$ cat config.mk
export PLATFORM = sky130hd
export DESIGN_NAME = fnd_scan_controller
export DESIGN_NICKNAME = d
export VERILOG_FILES = /design/src/rtl/fnd_pkg.sv /design/src/rtl/fnd_font_rom.sv /design/src/rtl/fnd_scan_controller.sv
export SDC_FILE = /design/constraint.sdc
export NUM_CORES = 1
export LEC_CHECK = 0
export ABC_CLOCK_PERIOD_IN_PS = 4670
export CAP_MARGIN = 25
export CORE_ASPECT_RATIO = 1.1
export CORE_UTILIZATION = 35
export CTS_CLUSTER_SIZE = 25
export DETAILED_ROUTE_END_ITERATION = 7
export REMOVE_ABC_BUFFERS = 1
export SLEW_MARGIN = 25
export SYNTH_ARGS = -nofsm -noshare
export SYNTH_HDL_FRONTEND = slang
export SYNTH_SLANG_ARGS = --single-unit
$ cat constraint.sdc
create_clock -name i_clk -period 4.67 [get_ports i_clk]
set_input_delay 1.1675 -clock i_clk [delete_from_list [all_inputs] [get_ports i_clk]]
set_output_delay 1.1675 -clock i_clk [all_outputs]
set_load 0.03 [all_outputs]
$ cat src/rtl/fnd_pkg.sv
// fnd_pkg: shared font table, blank code and anode helper for the FND scan controller
package fnd_pkg;

    // Active-low {g,f,e,d,c,b,a} glyphs for hex digits 0..F
    localparam logic [6:0] FONT_ROM [16] = '{
        7'h40, 7'h79, 7'h24, 7'h30, 7'h19, 7'h12, 7'h02, 7'h78,
        7'h00, 7'h10, 7'h08, 7'h03, 7'h46, 7'h21, 7'h06, 7'h0E
    };

    localparam logic [7:0] FONT_BLANK = 8'hFF;

    // n ones: every active-low anode switched off
    function automatic logic [31:0] digit_off(input int n);
        return (n >= 32) ? '1 : (32'd1 << n) - 32'd1;
    endfunction

endpackage

$ cat src/rtl/fnd_font_rom.sv
// fnd_font_rom: nibble to active-low seven-segment glyph
//   i_nibble : hex value 0..F
//   o_seg    : active-low {g,f,e,d,c,b,a}
module fnd_font_rom
    import fnd_pkg::*;
(
    input  logic [3:0] i_nibble,
    output logic [6:0] o_seg
);

    assign o_seg = FONT_ROM[i_nibble];

endmodule

$ cat src/rtl/fnd_scan_controller.sv
// fnd_scan_controller: time-multiplexed N-digit common-anode seven-segment driver
//   i_clk, i_reset : clock, synchronous active-high reset
//   i_en           : display enable; low holds scanning at digit 0 and blanks outputs
//   i_value, i_dp  : packed nibbles and per-digit decimal points, snapshotted once per frame
//   i_lzb          : leading-zero blanking enable
//   o_digit        : active-low anodes, one-hot-low while lit
//   o_font         : active-low segments {dp,g,f,e,d,c,b,a}
//   o_frameDone    : one-cycle pulse after the last digit's slot completes
module fnd_scan_controller
    import fnd_pkg::*;
#(
    parameter int NUM_DIGITS  = 4,
    parameter int CLK_DIV     = 100_000,
    parameter int DEAD_CYCLES = 2
) (
    input  logic                    i_clk,
    input  logic                    i_reset,
    input  logic                    i_en,
    input  logic [4*NUM_DIGITS-1:0] i_value,
    input  logic [NUM_DIGITS-1:0]   i_dp,
    input  logic                    i_lzb,
    output logic [NUM_DIGITS-1:0]   o_digit,
    output logic [7:0]              o_font,
    output logic                    o_frameDone
);

    localparam int CW = $clog2(CLK_DIV);
    localparam int IW = $clog2(NUM_DIGITS);
    localparam logic [NUM_DIGITS-1:0] ALL_OFF = NUM_DIGITS'(digit_off(NUM_DIGITS));

    logic [CW-1:0]           cnt_q, cnt_d;
    logic [IW-1:0]           idx_q, idx_d;
    logic [4*NUM_DIGITS-1:0] sh_value_q, sh_value_d;
    logic [NUM_DIGITS-1:0]   sh_dp_q, sh_dp_d;
    logic [NUM_DIGITS-1:0]   digit_q, digit_d;
    logic [7:0]              font_q, font_d;
    logic                    frame_q, frame_d;

    logic                    tick, wrap, lit, zrun;
    logic [NUM_DIGITS-1:0]   blank;
    logic [3:0]              nib;
    logic [6:0]              glyph;

    assign nib = sh_value_q[{idx_q, 2'b00} +: 4];

    fnd_font_rom u_rom (
        .i_nibble (nib),
        .o_seg    (glyph)
    );

    // Scan down from the MSB; a digit blanks while every nibble above and including it is zero
    always_comb begin
        blank = '0;
        zrun  = 1'b1;
        for (int k = NUM_DIGITS - 1; k > 0; k--) begin
            zrun     = zrun && (sh_value_q[4*k +: 4] == 4'd0);
            blank[k] = i_lzb && zrun;
        end
    end

    always_comb begin
        tick       = cnt_q == CW'(CLK_DIV - 1);
        wrap       = tick && idx_q == IW'(NUM_DIGITS - 1);
        cnt_d      = (!i_en || tick) ? '0 : cnt_q + 1'b1;
        idx_d      = (!i_en || wrap) ? '0 : tick ? idx_q + 1'b1 : idx_q;
        sh_value_d = (!i_en || wrap) ? i_value : sh_value_q;
        sh_dp_d    = (!i_en || wrap) ? i_dp : sh_dp_q;
        lit        = i_en && int'(cnt_q) >= DEAD_CYCLES;
        digit_d    = lit ? ~(NUM_DIGITS'(1) << idx_q) : ALL_OFF;
        font_d     = lit ? {~sh_dp_q[idx_q], blank[idx_q] ? 7'h7F : glyph} : FONT_BLANK;
        frame_d    = i_en && wrap;
    end

    always_ff @(posedge i_clk) begin
        if (i_reset) begin
            cnt_q      <= '0;
            idx_q      <= '0;
            sh_value_q <= '0;
            sh_dp_q    <= '0;
            digit_q    <= ALL_OFF;
            font_q     <= FONT_BLANK;
            frame_q    <= 1'b0;
        end else begin
            cnt_q      <= cnt_d;
            idx_q      <= idx_d;
            sh_value_q <= sh_value_d;
            sh_dp_q    <= sh_dp_d;
            digit_q    <= digit_d;
            font_q     <= font_d;
            frame_q    <= frame_d;
        end
    end

    assign o_digit     = digit_q;
    assign o_font      = font_q;
    assign o_frameDone = frame_q;

endmodule

==> run_results.csv <==
group,metric,value,unit
status,status,"finished with violations",
status,violations,"design-rule violations",
finish,fin_nets,332,
sta,worstMarginPinSlew,954.8,ps
floorplanning,dieArea,7781,um^2
yosys,syn_area,2601,um^2
finish,final_core_util,44.01,%
sta,relSlewSlack,36.05,%
worst_setup_path,crit_chain,"clkdlybuf4s50_1 -> buf_4 -> nand2b_1 -> a31oi_1 -> o2111ai_1",
grt,gr-usage-met2,21.04,%
clock_network,clock-sinks,52,
worst_setup_path,crit_path_end_kind,"flop",
grt,grt_max_degree,43,
yosys,avgSynthCellArea,9.816,um^2
floorplanning,start_util,36.71,%
yosys,muxShareOfSynthArea,14.43,%
placed_design,port_buffers,36,
finish,diodes,0,
route,drt_iter0_markers,53,
yosys,synth_xor_area_share,4.377,%
yosys,synth-edff-count,0,
worst_setup_path,critPathBufInv,2,
grt,grt_antenna_before_repair,0,
route,routedWlPerCell,12.64,um
sta,rsz0062_at_grt,"false",
sta,final-setup-viol-count,0,
finish,drive_above_1_share,6.734,%
grt,use_met1,19.10,%
floorplanning,die_y,92.42,um
grt,track_usage,13.71,%
yosys,synth_fa_ha_area_share,5.772,%
yosys,synth-seq-cells,52,
floorplanning,rows,32,
sta,final.setup.tns,0,ps
clock_network,cts_max_level,2,
grt,grt_pass1_wl,8.597,mm
sta,clock_skew,11.78,ps
grt,grt_pass1_vias,1812,
worst_setup_path,crit_start,"i_reset",
sta,period_share,60.36,%
clock_network,clockRootBuffer,"clkbuf_8",
route,first_pass_iters,8,
worst_setup_path,worstPathArrival,2960,ps
floorplanning,core,7087,um^2
job,maxCapViolations,0,
worst_setup_path,path_delay_family,"compound AO/OA/AOI/OAI gates",
finish,area_growth,19.91,%
finish,multi_input_area,1451,um^2
clock_network,hold_buffers,0,
route,antenna_left,0,
worst_setup_path,r2r-start,"cnt_q[1]",
yosys,ys.flop_type,"dfxtp_1",
worst_setup_path,max_stage_delay,720,ps
sta,fin_crit,2819,ps
placed_design,dp_slack,1502,ps
power_and_ir_drop,ir_drop,0.0001080,V
placed_design,place_hpwl,3.493,mm
yosys,seq_area_frac_synth,40.02,%
sta,fin_ws,1851,ps
power_and_ir_drop,leakage,1.133,nW
yosys,synth_compound_area_share,4.329,%
yosys,syn_inst,265,
power_and_ir_drop,total_power,0.8744,mW
finish,layout_commonest_cell,"dfxtp_1",
worst_setup_path,crit_required,4810,ps
clock_network,cts_made_buffers,5,
finish,final_cell_mix,"dfxtp_1, nand2b_1, clkdlybuf4s50_1",
finish,ff_latch_area,1041,um^2
sta,hold_violations,0,
clock_network,clockBufferDepth,2,
finish,nFillCells,707,
clock_network,cts_tree,"yes",
route,num_vias,1864,
yosys,yosysWarningCount,0,
min_path,min-delay-start,"sh_dp_q[0]",
grt,overflow,0,
yosys,async_reset_ff_share,0,%
worst_setup_path,crit_path_start_kind,"input port",
yosys,synthSimpleGateAreaFrac,26.89,%
route,wirelength,4.828,mm
yosys,synthTopCellsByArea,"dfxtp_1, nand2b_1, mux2i_1",
clock_network,clk_pin_slew,90,ps
clock_network,clk_latency,310,ps
grt,grt-busiest-layer,"met2",
power_and_ir_drop,p_per_area,280.3,nW/um^2
yosys,synth_cell_types,40,
route,viasPerCell,4.880,
yosys,synth_top_family_by_area,"simple AND/OR/NAND/NOR gates",
sta,maxSlewViolCount,0,
grt,gr-usage-met3,2.496,%
floorplanning,ios,37,
worst_setup_path,crit_slowest_cell,"a31oi_1",
route,route.detailed.drc,2,
worst_setup_path,critPathKind,"input port to flop",
floorplanning,chipWidth,84.20,um
placed_design,place.gp.congestion,0.7831,
sta,max_freq,354.8,MHz
clock_network,post_cts_buffers,0,
min_path,hold_path_class,"flop to flop",
clock_network,cts-resized-gates,0,
worst_setup_path,path_max_fanout,42,
yosys,yosys.area.top_type_share,40.02,%
yosys,synth_top_area_cell,"dfxtp_1",
-- flip-flops by register name, summed over array words and instances, names as in the netlist --
signal / cells
cnt_q: 17
sh_value_q: 16
o_font: 8
o_digit: 4
sh_dp_q: 4
idx_q: 2
o_frameDone: 1
-- layer usage --
metal	vias to the layer above	part of all wire, %
li1	984	-
met1	846	53
met2	28	43
met3	6	2.7
met4	0	1.6
met5	-	0
-- Yosys cell counts, drive strengths merged, types with 3 or more instances --
library cell   n
a21oi          5
and2           3
and4           3
buf            7
clkbuf         7
dfxtp         52
ha            12
inv            8
mux2i         24
mux4           5
nand2         10
nand2b        42
nand3         10
nand4          9
nor2          19
nor3           3
nor4           6
or4            6
xnor2          4
xor2           9
-- through the flow --
step | area [um^2] | std cells | hold WS, ps
CTS | 3119 | 382 | 486.8
global route | 3119 | 382 | 497.8
floorplan | 2522 | 251 | 437.4
finish | 3119 | 382 | 483.3
global placement | 3004 | 374 | 456.0
detailed placement | 3004 | 374 | 463.7
-- power breakdown --
part | internal (mW) | total, mW | switching (mW)
clock | 0.162 | 0.319 | 0.157
combinational | 0.0512 | 0.0910 | 0.0398
sequential | 0.456 | 0.465 | 0.00858
-- worst paths after layout --
| check | endpoint | slack, ps | cells past startpoint |
|---|---|---|---|
| worst max-delay path | o_font[0] | 1850 | 5 |
| worst min register to register | sh_dp_q[0] | 480 | 2 |
| worst min-delay path | sh_dp_q[0] | 480 | 2 |
| worst max register to register | cnt_q[5] | 2440 | 5 |
-- worst register-to-register path: stages, from the launching register on --
cell	delay [ps]
dfxtp_1	420
ha_1	250
nand4_1	260
nor4_4	520
or2_1	560
nor2_1	110
-- final cells by class --
class	instances	share of cell area, %
multi-input combinational	191	46.53
inverter	8	0.9627
tap	85	3.410
sequential	52	33.37
clock inverter	3	1.484
clock buffer	5	2.206
timing repair buffer	38	12.03
-- cell families after synthesis --
kind of cell / count (synthesis)
compound gates: 16
xor+xnor: 13
fa+ha+maj: 12
buf+inv: 22
flops: 52
mux: 31
simple gates: 119
(Power assumes the default switching activity.)
